--- src/rtl/spi_resp_pkg.sv ---
// Shared constants and types for the SPI frame responder.
// Mode 1 responder: MOSI sampled on SCLK fall, MISO driven on SCLK rise.
package spi_resp_pkg;

   localparam int SYNC_STAGES    = 2;
   localparam int MIN_SCLK_PHASE = 4;
   localparam int IDX_W          = 4;
   localparam int WCNT_W         = IDX_W + 1;

   typedef enum logic [1:0] {
      IDLE,
      SHIFT,
      DONE
   } state_t;

   function automatic int flush_cycles();
      return SYNC_STAGES + 1;
   endfunction

endpackage

--- src/rtl/spi_frame_responder_if.sv ---
// Pin and word-level bundle of the SPI frame responder.
// master = the SPI host plus the local word source/sink, slave = responder.
interface spi_frame_responder_if
   import spi_resp_pkg::*;
#(
   parameter int WORD_BITS = 24
);

   logic                 spi_sclk;
   logic                 spi_cs_n;
   logic                 spi_mosi;
   logic                 spi_miso;
   logic [WORD_BITS-1:0] tx_data;
   logic                 tx_load;
   logic [WORD_BITS-1:0] rx_data;
   logic                 rx_valid;
   logic [IDX_W-1:0]     rx_word_idx;
   logic                 frame_done;
   logic                 frame_abort;

   modport slave (
      input  spi_sclk, spi_cs_n, spi_mosi, tx_data,
      output spi_miso, tx_load, rx_data, rx_valid,
      output rx_word_idx, frame_done, frame_abort
   );

   modport master (
      output spi_sclk, spi_cs_n, spi_mosi, tx_data,
      input  spi_miso, tx_load, rx_data, rx_valid,
      input  rx_word_idx, frame_done, frame_abort
   );

endinterface

--- src/rtl/spi_input_sync.sv ---
// Two-flop synchroniser plus history flop for one asynchronous pin.
// Edges appear in the cycle after the second sync stage settles.
module spi_input_sync
   import spi_resp_pkg::*;
#(
   parameter logic RST_VAL = 1'b0
) (
   input  logic clk,
   input  logic rst_n,
   input  logic pin,
   output logic level,
   output logic rise,
   output logic fall
);

   logic [SYNC_STAGES-1:0] sync;
   logic                   hist;

   always_ff @(posedge clk) begin
      if (!rst_n) begin
         sync <= {SYNC_STAGES{RST_VAL}};
         hist <= RST_VAL;
      end else begin
         sync <= {sync[SYNC_STAGES-2:0], pin};
         hist <= sync[SYNC_STAGES-1];
      end
   end

   assign level = sync[SYNC_STAGES-1];
   assign rise  = level & ~hist;
   assign fall  = ~level & hist;

endmodule

--- src/rtl/spi_frame_responder.sv ---
// SPI mode-1 responder: fixed-width words, WORDS_PER_FRAME per CS assertion.
// All SPI pins are oversampled by clk; outputs are registered.
module spi_frame_responder
   import spi_resp_pkg::*;
#(
   parameter int WORD_BITS       = 24,
   parameter int WORDS_PER_FRAME = 5
) (
   input logic                  clk,
   input logic                  rst_n,
   spi_frame_responder_if.slave bus
);

   localparam int BW = $clog2(WORD_BITS + 1);
   localparam logic [BW-1:0] WB = BW'(WORD_BITS);
   localparam logic [WCNT_W-1:0] LAST = WCNT_W'(WORDS_PER_FRAME - 1);
   localparam logic [1:0] FLUSH = 2'(flush_cycles());

   logic sclk_lvl, sclk_rise, sclk_fall;
   logic cs_lvl, cs_rise, cs_fall;
   logic mosi_lvl, mosi_rise, mosi_fall;

   spi_input_sync #(.RST_VAL(1'b0)) u_sclk (
      .clk   (clk),
      .rst_n (rst_n),
      .pin   (bus.spi_sclk),
      .level (sclk_lvl),
      .rise  (sclk_rise),
      .fall  (sclk_fall)
   );

   spi_input_sync #(.RST_VAL(1'b1)) u_cs (
      .clk   (clk),
      .rst_n (rst_n),
      .pin   (bus.spi_cs_n),
      .level (cs_lvl),
      .rise  (cs_rise),
      .fall  (cs_fall)
   );

   spi_input_sync #(.RST_VAL(1'b0)) u_mosi (
      .clk   (clk),
      .rst_n (rst_n),
      .pin   (bus.spi_mosi),
      .level (mosi_lvl),
      .rise  (mosi_rise),
      .fall  (mosi_fall)
   );

   logic unused_sync;
   assign unused_sync = ^{sclk_lvl, mosi_rise, mosi_fall};

   state_t               state;
   logic [BW-1:0]        bit_cnt;
   logic [WCNT_W-1:0]    word_cnt;
   logic [WORD_BITS-1:0] tx_shift;
   logic [WORD_BITS-1:0] rx_shift;
   logic [1:0]           flush_cnt;
   logic                 armed;

   logic                 miso;
   logic                 tx_load;
   logic [WORD_BITS-1:0] rx_data;
   logic                 rx_valid;
   logic [IDX_W-1:0]     rx_word_idx;
   logic                 frame_done;
   logic                 frame_abort;

   // armed blocks a frame start until CS has been seen high after reset
   always_ff @(posedge clk) begin
      if (!rst_n) begin
         state       <= IDLE;
         bit_cnt     <= '0;
         word_cnt    <= '0;
         tx_shift    <= '0;
         rx_shift    <= '0;
         flush_cnt   <= '0;
         armed       <= 1'b0;
         miso        <= 1'b0;
         tx_load     <= 1'b0;
         rx_data     <= '0;
         rx_valid    <= 1'b0;
         rx_word_idx <= '0;
         frame_done  <= 1'b0;
         frame_abort <= 1'b0;
      end else begin
         tx_load     <= 1'b0;
         rx_valid    <= 1'b0;
         frame_done  <= 1'b0;
         frame_abort <= 1'b0;

         if (flush_cnt != FLUSH) begin
            flush_cnt <= flush_cnt + 2'd1;
         end else if (cs_lvl) begin
            armed <= 1'b1;
         end

         unique case (state)
            IDLE: begin
               if (cs_fall && armed) begin
                  tx_shift <= bus.tx_data;
                  tx_load  <= 1'b1;
                  bit_cnt  <= '0;
                  word_cnt <= '0;
                  state    <= SHIFT;
               end
            end
            SHIFT: begin
               if (cs_rise) begin
                  state       <= IDLE;
                  miso        <= 1'b0;
                  bit_cnt     <= '0;
                  frame_abort <= 1'b1;
               end else if (bit_cnt == WB) begin
                  rx_data     <= rx_shift;
                  rx_word_idx <= word_cnt[IDX_W-1:0];
                  rx_valid    <= 1'b1;
                  bit_cnt     <= '0;
                  word_cnt    <= word_cnt + 1'b1;
                  if (word_cnt < LAST) begin
                     tx_shift <= bus.tx_data;
                     tx_load  <= 1'b1;
                  end else begin
                     frame_done <= 1'b1;
                     state      <= DONE;
                  end
               end else if (sclk_rise) begin
                  miso     <= tx_shift[WORD_BITS-1];
                  tx_shift <= {tx_shift[WORD_BITS-2:0], 1'b0};
               end else if (sclk_fall) begin
                  rx_shift <= {rx_shift[WORD_BITS-2:0], mosi_lvl};
                  bit_cnt  <= bit_cnt + 1'b1;
               end
            end
            DONE: begin
               if (cs_rise) begin
                  state <= IDLE;
                  miso  <= 1'b0;
               end
            end
            default: state <= IDLE;
         endcase

         if (state == IDLE && cs_rise) begin
            miso <= 1'b0;
         end
      end
   end

   assign bus.spi_miso    = miso;
   assign bus.tx_load     = tx_load;
   assign bus.rx_data     = rx_data;
   assign bus.rx_valid    = rx_valid;
   assign bus.rx_word_idx = rx_word_idx;
   assign bus.frame_done  = frame_done;
   assign bus.frame_abort = frame_abort;

endmodule

--- src/flat_wrapper.sv ---
// flat-port wrapper written by rule: the top's interface ports become plain ports
module spi_frame_responder_flat import spi_resp_pkg::*;
#(
   parameter int WORD_BITS       = 24,
   parameter int WORDS_PER_FRAME = 5
)
  (clk, rst_n, bus_spi_sclk, bus_spi_cs_n, bus_spi_mosi, bus_tx_data, bus_spi_miso, bus_tx_load, bus_rx_data, bus_rx_valid, bus_rx_word_idx, bus_frame_done, bus_frame_abort);
  spi_frame_responder_if #(.WORD_BITS(WORD_BITS)) bus_i ();
  input logic clk;
  input logic rst_n;
  input wire logic [$bits(bus_i.spi_sclk)-1:0] bus_spi_sclk;
  input wire logic [$bits(bus_i.spi_cs_n)-1:0] bus_spi_cs_n;
  input wire logic [$bits(bus_i.spi_mosi)-1:0] bus_spi_mosi;
  input wire logic [$bits(bus_i.tx_data)-1:0] bus_tx_data;
  output wire logic [$bits(bus_i.spi_miso)-1:0] bus_spi_miso;
  output wire logic [$bits(bus_i.tx_load)-1:0] bus_tx_load;
  output wire logic [$bits(bus_i.rx_data)-1:0] bus_rx_data;
  output wire logic [$bits(bus_i.rx_valid)-1:0] bus_rx_valid;
  output wire logic [$bits(bus_i.rx_word_idx)-1:0] bus_rx_word_idx;
  output wire logic [$bits(bus_i.frame_done)-1:0] bus_frame_done;
  output wire logic [$bits(bus_i.frame_abort)-1:0] bus_frame_abort;
  assign bus_i.spi_sclk = bus_spi_sclk;
  assign bus_i.spi_cs_n = bus_spi_cs_n;
  assign bus_i.spi_mosi = bus_spi_mosi;
  assign bus_i.tx_data = bus_tx_data;
  assign bus_spi_miso = bus_i.spi_miso;
  assign bus_tx_load = bus_i.tx_load;
  assign bus_rx_data = bus_i.rx_data;
  assign bus_rx_valid = bus_i.rx_valid;
  assign bus_rx_word_idx = bus_i.rx_word_idx;
  assign bus_frame_done = bus_i.frame_done;
  assign bus_frame_abort = bus_i.frame_abort;
  spi_frame_responder #(.WORD_BITS(WORD_BITS), .WORDS_PER_FRAME(WORDS_PER_FRAME)) u_core (.clk(clk), .rst_n(rst_n), .bus(bus_i));
endmodule
--- config.mk ---
export PLATFORM = sky130hd
export DESIGN_NAME = spi_frame_responder_flat
export DESIGN_NICKNAME = d
export VERILOG_FILES = /design/src/rtl/spi_resp_pkg.sv /design/src/rtl/spi_frame_responder_if.sv /design/src/rtl/spi_input_sync.sv /design/src/rtl/spi_frame_responder.sv /design/src/flat_wrapper.sv
export SDC_FILE = /design/constraint.sdc
export NUM_CORES = 1
export LEC_CHECK = 0
export CORE_MARGIN = 3
export CORE_UTILIZATION = 53
export DETAILED_ROUTE_END_ITERATION = 8
export GPL_TIMING_DRIVEN = 0
export PLACE_DENSITY_LB_ADDON = 0.25
export SYNTH_ARGS = -nofsm -noshare
export SYNTH_HDL_FRONTEND = slang
export SYNTH_SLANG_ARGS = --single-unit
--- constraint.sdc ---
create_clock -name clk -period 2.1 [get_ports clk]
set_clock_uncertainty 0.05 [all_clocks]
set_input_delay 0.42 -clock clk [delete_from_list [all_inputs] [get_ports clk]]
set_output_delay 0.42 -clock clk [all_outputs]
set_load 0.01 [all_outputs]
# --- Word level (Yosys, flattened, before mapping) ---
# Index checks and enable logic that the tools add are counted.
# W data, S select, Z words.
op_classes:
  eq_ne: 16
  add_sub_neg: 3
  magnitude_cmp: 1
  muxes: 34
  bitwise: 14
  shift: 0
  n_div: 0
  n_mul: 0
  reduce_logical: 17
op_table:
  columns: ["operator", "n"]
  rows:
  - ["$mux W24", 5]
  - ["$pmux W24 S2", 1]
  - ["$mux W5", 7]
  - ["$pmux W5 S2", 2]
  - ["$reduce_and A4 Y1", 4]
  - ["$mux W1", 11]
  - ["$add A5 B1 Y5 const B", 2]
  - ["$mux W2", 5]
  - ["$not A1 Y1", 10]
  - ["$reduce_and A5 Y1", 2]
  - ["$ne A3 B1 Y1 const B", 3]
  - ["$ne A2 B1 Y1 const B", 3]
  - ["$ne A3 B2 Y1 const B", 2]
  - ["$pmux W2 S3", 1]
  - ["$eq A5 B5 Y1 const B", 1]
  - ["$lt A5 B3 Y1 const B", 1]
  - ["$and A1 B1 Y1", 4]
  - ["$ne A2 B2 Y1 const B", 2]
  - ["$ne A4 B1 Y1 const B", 1]
  - ["$ne A4 B4 Y1 const B", 1]
  - ["$pmux W1 S2", 2]
  - ["$reduce_and A2 Y1", 2]
  - ["$reduce_bool A2 Y1", 2]
  - ["$reduce_or A4 Y1", 1]
  - ["other kinds (9)", 10]
word_totals:
  latch_bits: 0
  inputBits: 29
  out_inout_bits: 33
  reg_bits: 104
  mem_bits_ro: 0
  ram_bits: 0
  elab_cells: 104
  mem_count: 0

# --- Depth between registers and ports, before layout ---
# Gate-level depths: netlist of run 1.
logic_depth:
  depth_word: 7
  depth_mapped: 10
  ltp_nobuf: 7

# --- Modules after synthesis ---
# A second synthesis of run 1 with hierarchy kept.
hier_totals:
  cells_unflattened: 534
  area_unflattened_um2: 4613.2
by_module_without_submodules:
  columns: ["mod", "seq_area_each_um2", "cells_each", "area_each_um2", "instances"]
  rows:
  - ["spi_frame_responder", 1921.8, 510, 4339.2, 1]
  - ["spi_input_sync", 60.1, 8, 91.3, 3]

# --- Worst setup path after synthesis of run 1 ---
# No wires, ideal clock.
synth_path:
  path_kind: "register to register"
  from: "register u_core.state[0]"
  to: "register u_core.tx_shift[1]"
  path_stages_with_launch: 10
  period_less_slack_ps: 1845
  setup_ps: 88
  required_ps: 1962
  arrival_time_ps: 1707
  slack_ps: 255
  path_buffers: 2
  cell_sequence: "dfxtp_1 -> inv_1 -> ha_1 -> nand2b_1 -> o21ai_2 -> a21boi_2 -> buf_6 -> buf_6 -> nor2_1 -> a311oi_2"
synth_via:
  elab_chain_len: 3
  word_cells_on_any_way: 9
  classes_between: "eq/ne: 5; mux: 1; reduce/logical: 3"
synth_rtl:
  columns: ["element", "line_no", "rtl"]
  rows:
  - ["start: declaration", "spi_frame_responder.sv:53", "state_t state;"]
  - ["start signal: assignment", "spi_frame_responder.sv:72", "state <= IDLE;"]
  - ["start signal: assignment", "spi_frame_responder.sv:105", "state <= SHIFT;"]
  - ["start signal: assignment", "spi_frame_responder.sv:110", "state <= IDLE;"]
  - ["$eq A2 B1 Y1 or $logic_not A2 Y1 (tied branches)", "spi_frame_responder.sv:98", "unique case (state)"]
  - ["$ne A3 B1 Y1 (no line) (tied with other cells)", null, null]
  - ["$reduce_and A5 Y1 (no line)", null, null]
  - ["end signal: assignment", "spi_frame_responder.sv:101", "tx_shift <= bus.tx_data;"]
  - ["end signal: assignment", "spi_frame_responder.sv:121", "tx_shift <= bus.tx_data;"]
  - ["end signal: assignment", "spi_frame_responder.sv:129", "tx_shift <= {tx_shift[WORD_BITS-2:0], 1'b0};"]
  - ["end: declaration", "spi_frame_responder.sv:56", "logic [WORD_BITS-1:0] tx_shift;"]
# Several ways; a longest one is shown, not always the timed one.
# A chain may end at the register's enable or synchronous reset.

# --- Worst setup path after layout of run 1 ---
layout_path:
  from: "register u_core.state[1]"
  to: "register u_core.bit_cnt[1]"
layout_via:
  elab_chain_len: 3
  word_cells_on_any_way: 8
  classes_between: "eq/ne: 4; mux: 1; reduce/logical: 3"
layout_rtl:
  columns: ["element", "line_no", "rtl"]
  rows:
  - ["$eq A2 B1 Y1 or $logic_not A2 Y1 (tied branches)", "spi_frame_responder.sv:98", null]
  - ["$ne A4 B4 Y1 (no line) (tied with other cells)", null, null]
  - ["$reduce_and A4 Y1 (no line)", null, null]
  - ["end signal: assignment", "spi_frame_responder.sv:132", "bit_cnt <= bit_cnt + 1'b1;"]
  - ["end: declaration", "spi_frame_responder.sv:54", "logic [BW-1:0] bit_cnt;"]
# Several ways; a longest one is shown, not always the timed one.

==> results of run 1 <==
[timing repair]
action,4_1_cts,5_1_grt
pin swaps,0,4
setup buffers,0,5
gates resized for setup,2,27
hold buffers,0,0
endpoints found under the setup margin,5,66
[sequential cells by signal (all words and copies together), names as in the netlist, 2 cells and up]
register                flops
u_core.tx_shift            24
u_core.word_cnt             5
u_core.bus.rx_data         24
u_core.bus.rx_word_idx      4
u_core.u_sclk.sync          2
u_core.u_mosi.sync          2
u_core.bit_cnt              5
u_core.flush_cnt            2
u_core.u_cs.sync            2
u_core.rx_shift            24
u_core.state                2
[area by class of cell]
class                   count  area (um2)
fillers                   618        2220
multi-input cells         351        1880
repair buffers             66         648
clock buffers              10         138
inverters                   7        26.3
clock inverters             6        75.1
well taps                  99         124
flip-flops and latches    104        2080
plain buffers              35         180
[routing by layer]
layer	track usage, %	share of wire (%)	vias up
met3	5.69	6.8	14
met2	34.7	46	115
li1	-	-	1851
met4	5.78	1.0	0
met5	0	0	-
met1	29.6	46	1710
[critical path, cell delays in order (launching register included)]
cell and delay [ns]:
dfxtp_1 0.33, inv_1 0.09, ha_2 0.27, nand4b_1 0.23
buf_4 0.22, a21oi_1 0.37, mux2_2 0.39, nor2_1 0.07
[layout by cell type, fill, tap and decap left out, types with 2 or more instances in the layout]
cell type	instances
clkinv_4	2
ha_1	6
nor2b_1	2
and2_1	8
a21oi_1	56
dfxtp_1	104
a311oi_1	20
clkbuf_2	10
clkbuf_8	10
nand4b_1	2
nand4_1	7
xor2_1	4
a31oi_1	4
inv_1	7
clkdlybuf4s50_1	61
nand3b_1	2
clkbuf_1	14
nand3_1	27
nand2_1	134
mux2_2	2
nor2_1	42
o21a_1	2
nor3_1	3
buf_2	5
buf_4	8
a311oi_2	4
buf_6	2
mux2i_1	4
o21ai_0	2
nand2b_1	5
[per-stage QoR]
stage / power (mW) / utilization [%]
5_1_grt: 4.19 / 69.9
2_1_floorplan: 2.54 / -
6_report: 4.01 / 69.9
3_3_place_gp: 2.69 / 65.8
3_5_place_dp: 2.71 / 65.8
4_1_cts: 4.02 / 68.7
[where the power goes]
group	internal, mW	switching, mW	total, mW
combinational	0.244	0.338	0.582
sequential	2.07	0.0548	2.13
clock	0.600	0.706	1.31
[path summary, 6_finish.rpt]
path	from	to	slack, ns	cells past startpoint
max	u_core.state[1]	u_core.bit_cnt[1]	0.03	7
min	u_core.u_cs.sync[0]	u_core.u_cs.sync[1]	0.37	1
max reg2reg	u_core.state[1]	u_core.bit_cnt[1]	0.03	7
min reg2reg	u_core.u_cs.sync[0]	u_core.u_cs.sync[1]	0.37	1
[kinds of logic after synthesis]
kind of cell             Yosys count  synth area share, %
XOR/XNOR                           4                0.852
multiplexers                       6                 1.52
flip-flops                       104                 50.6
adder cells (fa/ha/maj)            7                 2.13
AO/OA/AOI/OAI                     96                 15.3
buffers and inverters             43                 4.69
AND/OR/NAND/NOR                  238                 24.9
==> results.sh, run 1 <==
export IMPL_outcome="finished, final reports clean"
export IMPL_cts_clk_slew_worst_paths_ns=0.10
export IMPL_yosysMostFrequentCell="nand2_1"
export IMPL_clock_latency_ns=0.37
export IMPL_overflow=0
export IMPL_required_ns=2.37
export IMPL_async_reset_ff_share_pct=0
export IMPL_vias_per_cell=5.44
export IMPL_drt_antenna_violating_nets=0
export IMPL_fin_tns_setup_ns=0
export IMPL_synthCells=498
export IMPL_die_w_um=94.1
export IMPL_synth_area_um2=4110
export IMPL_clock_root_buffer="clkbuf_8"
export IMPL_synth_commonest_cells="nand2_1 (135), dfxtp_1 (104), a21oi_1 (56)"
export IMPL_nNetsFinal=610
export IMPL_setup_violations=0
export IMPL_cts_sinks=104
export IMPL_grt_max_degree=19
export IMPL_numCtsBuffers=9
export IMPL_first_global_vias=3356
export IMPL_pre_cts_slack_ns=-0.356
export IMPL_design_core_area_um2=7370
export IMPL_place_congestion=0.815
export IMPL_cp_max_fo=7
export IMPL_rsz0062_at_grt="yes"
export IMPL_synth_top_area_cell="dfxtp_1"
export IMPL_final_cells=678
export IMPL_slew_headroom_pct=60.5
export IMPL_diodes=0
export IMPL_arrival_ns=2.34
export IMPL_hpwl_mm=6.50
export IMPL_post_dp_cell_area_um2=4850
export IMPL_ys_seq_area_share_pct=50.6
export IMPL_p_leak_nw=1.76
export IMPL_syn_area_per_cell_um2=8.26
export IMPL_place_inst=658
export IMPL_vias=3690
export IMPL_synthTopCellsByArea="dfxtp_1 (51%), nand2_1 (12%), a21oi_1 (6.8%)"
export IMPL_grt_pass1_wl_mm=15.5
export IMPL_drv_cap=0
export IMPL_wl_per_cell_um=14.0
export IMPL_rows=31
export IMPL_stdcell_area_um2=5150
export IMPL_drt_drc_violations_left=0
export IMPL_ios=62
export IMPL_antenna_found_initial=0
export IMPL_slew_viol_final=0
export IMPL_synth_yosys_warnings=0
export IMPL_drt_total_wl_mm=9.48
export IMPL_synth_edf_count=0
export IMPL_hold_slack_ns=0.375
export IMPL_start_util_pct=55.8
export IMPL_drive_above_1_share_pct=9.15
export IMPL_finalHoldViolations=0
export IMPL_dieArea_um2=8850
export IMPL_max_slew_worst_pin_slew_ns=0.593
export IMPL_synthDistinctLibCells=39
export IMPL_dr_pass1_iters=5
export IMPL_fin_crit_ns=2.07
export IMPL_ir_drop_mv=0.458
export IMPL_hold_path_class="reg -> reg"
export IMPL_fin_ws_ns=0.0287
export IMPL_grt_use_total_pct=21.9
export IMPL_area_delta_synth_final_pct=25.3
export IMPL_yosysTopAreaCellShare_pct=50.6
export IMPL_synthFlopType="dfxtp_1"
export IMPL_synth_nets=534
export IMPL_powerDensity_nw_per_um2=780
export IMPL_drt_iter0_markers=243
export IMPL_max_freq_mhz=483
export IMPL_worstSetupPathType="reg -> reg"
export IMPL_min_period_over_period_pct=98.6
export IMPL_die_h_um=94.1
export IMPL_critPathLaunchType="flop"
export IMPL_io_buffers=61
export IMPL_cts_buffer_depth=2
export IMPL_cts_tree="done"
export IMPL_cp_end_kind="flop"
export IMPL_ctsHtreeMaxLevel=3
export IMPL_ys_ff_latch=104
(Power assumes the default switching activity.)
==> inputs of run 2 (changes only) <==
CORE_MARGIN = 2   (was 3)
CORE_UTILIZATION = 55   (was 53)
HOLD_SLACK_MARGIN = 0.1   (was unset)
SYNTH_HIERARCHICAL = 1   (was unset)
==> run 2 against run 1 <==
The flow now finishes with violations (setup timing); total power down 15%; global-route usage increased by 2.4 points; sequential share of layout area down 3.9 points; critical path depth increased by 2; combinational power down 62%; critical endpoint is now u_core/tx_shift[7]; largest power group unchanged.
==> results.sh, run 2 <==
export IMPL_seq_area_um2=2080
export IMPL_vias_per_cell=5.64
export IMPL_drt_antenna_violating_nets=0
export IMPL_synth_yosys_warnings=6
export IMPL_nNetsFinal=644
export IMPL_die_w_um=95.2
export IMPL_r2r_setup_slack_ns=-0.03
export IMPL_grt_pass1_wl_mm=17.5
export IMPL_antenna_found_initial=0
export IMPL_drive_above_1_share_pct=14.3
export IMPL_drt_drc_violations_left=0
export IMPL_max_slew_worst_pin_slew_ns=0.536
export IMPL_ctsHtreeMaxLevel=3
export IMPL_rsz0062_at_grt="yes"
export IMPL_fin_ws_ns=-0.0306
export IMPL_drv_cap=0
export IMPL_wl_per_cell_um=15.0
export IMPL_synth_area_um2=4570
export IMPL_hold_path_class="reg -> reg"
export IMPL_final_cells=721
export IMPL_synth_nets=563
export IMPL_cts_sinks=104
export IMPL_diodes=0
export IMPL_grt_use_total_pct=24.2
export IMPL_reg_top3="u_core/bus.rx_data (24), u_core/rx_shift (24), u_core/tx_shift (24)"
export IMPL_outcome="finished with violations"
export IMPL_design_core_area_um2=8130
export IMPL_cp_max_fo=5
export IMPL_vias=4065
export IMPL_pre_cts_slack_ns=-0.431
export IMPL_setup_violations=23
export IMPL_ir_drop_mv=0.461
export IMPL_rows=33
export IMPL_syn_area_per_cell_um2=8.63
export IMPL_overflow=0
export IMPL_cts_tree="done"
export IMPL_finalHoldViolations=0
export IMPL_start_util_pct=56.2
export IMPL_max_freq_mhz=469
export IMPL_worstSetupPathType="reg -> reg"
export IMPL_required_ns=2.31
export IMPL_fin_crit_ns=2.13
export IMPL_hold_slack_ns=0.365
export IMPL_min_period_over_period_pct=101
export IMPL_post_dp_cell_area_um2=5320
export IMPL_die_h_um=95.2
export IMPL_synthCells=530
export IMPL_clock_latency_ns=0.36
export IMPL_place_inst=696
export IMPL_layout_commonest_cell="dfxtp_1"
export IMPL_clock_root_buffer="clkbuf_8"
export IMPL_grt_max_degree=18
export IMPL_numCtsBuffers=9
export IMPL_cts_buffer_depth=2
export IMPL_hpwl_mm=7.23
export IMPL_r2r_start="u_core/bit_cnt[0]"
export IMPL_dr_pass1_iters=5
export IMPL_drt_total_wl_mm=10.8
export IMPL_final_cell_mix="dfxtp_1 (102), a21oi_1 (84), nand2_1 (64), clkdlybuf4s50_1 (61), nand3_1 (55)"
export IMPL_slew_viol_final=0
export IMPL_fillers=620
export IMPL_critPathLaunchType="flop"
export IMPL_place_congestion=0.837
export IMPL_ios=62
export IMPL_first_global_vias=3682
export IMPL_arrival_ns=2.34
export IMPL_stdcell_area_um2=5700
export IMPL_area_delta_synth_final_pct=24.6
export IMPL_cp_end_kind="flop"
export IMPL_ctsHoldBuffers=0
export IMPL_p_total_mw=3.42
export IMPL_cts_clk_slew_worst_paths_ns=0.09
export IMPL_critPathCapture="u_core/tx_shift[7]"
export IMPL_drt_iter0_markers=238
export IMPL_p_leak_nw=2.06
export IMPL_dieArea_um2=9060
export IMPL_reg2reg_to="u_core/tx_shift[7]"
export IMPL_io_buffers=61
export IMPL_r2r_worst_path_cells=9
export IMPL_powerDensity_nw_per_um2=601
export IMPL_multi_input_area_um2=2320
export IMPL_slew_headroom_pct=64.0
export IMPL_violations="setup timing"
export IMPL_crit_path_start="u_core/bit_cnt[0]"
run 2: cell count changes in the layout (fill, tap and decap cells not counted), sizes merged, moves of 4 or more:
cell    before  now
a21oi       56   85
a311oi      24    0
and2         8   29
clkbuf      35   48
mux2         2   24
nand2      135   64
nand3       27   56
nand4        7    2
nor2        42   10
nor2b        2    6
o21ai        3   51
run 2: area by class of cell:
cell class | instances | share of cell area (%)
plain buffers | 44 | 4.02
clock buffers | 11 | 2.66
clock inverters | 5 | 0.659
repair buffers | 70 | 12.7
well taps | 105 | 2.31
inverters | 5 | 0.329
flip-flops and latches | 104 | 36.6
multi-input cells | 377 | 40.7
run 2: worst min-delay path by stage:
stage | endpoint | slack (ns) | startpoint | cells past startpoint
floorplan | u_core/u_cs/sync[1] | 0.34 | u_core/u_cs/sync[0] | 1
global placement | u_core/u_cs/sync[1] | 0.34 | u_core/u_cs/sync[0] | 1
detailed placement | u_core/u_cs/sync[1] | 0.34 | u_core/u_cs/sync[0] | 1
CTS | u_core/u_cs/sync[1] | 0.37 | u_core/u_cs/sync[0] | 1
global route | u_core/u_cs/sync[1] | 0.38 | u_core/u_cs/sync[0] | 1
finish | u_core/u_cs/sync[1] | 0.36 | u_core/u_cs/sync[0] | 1
run 2: report_power, final:
part           switching, mW  internal, mW  total (mW)
logic                  0.113         0.109       0.221
registers             0.0132          1.99        2.01
clock network          0.693         0.503        1.20
total                  0.819          2.60        3.42
run 2: critical path, stage by stage (launching register included):
cell     delay (ns)
dfxtp_2        0.37
inv_2          0.06
ha_4           0.16
and4b_1        0.19
buf_6          0.13
mux2_4         0.31
a21oi_4        0.19
buf_6          0.15
buf_6          0.12
mux2_4         0.30
run 2: what timing repair did:
item	CTS	global route
setup endpoints to repair	58	67
gates cloned	0	2
gates resized for setup	9	35
pin swaps	2	2
setup buffers	1	6
run 2: metrics by stage:
stage / util (%) / TNS, ns
5_1_grt: 70.1 / -1.46
6_report: 70.1 / -0.558
3_5_place_dp: 65.4 / -25.22
3_3_place_gp: 65.4 / -22.71
2_1_floorplan: - / 0
4_1_cts: 68.1 / -0.0454
run 2: routing by layer:
| layer | vias to the layer above | share of wire, % | track usage, % |
|---|---|---|---|
| met3 | 15 | 6.0 | 5.69 |
| met4 | 0 | 1.4 | 6.76 |
| met2 | 137 | 46 | 38.4 |
| li1 | 2001 | - | - |
| met1 | 1912 | 46 | 33.1 |
| met5 | - | 0 | 0 |
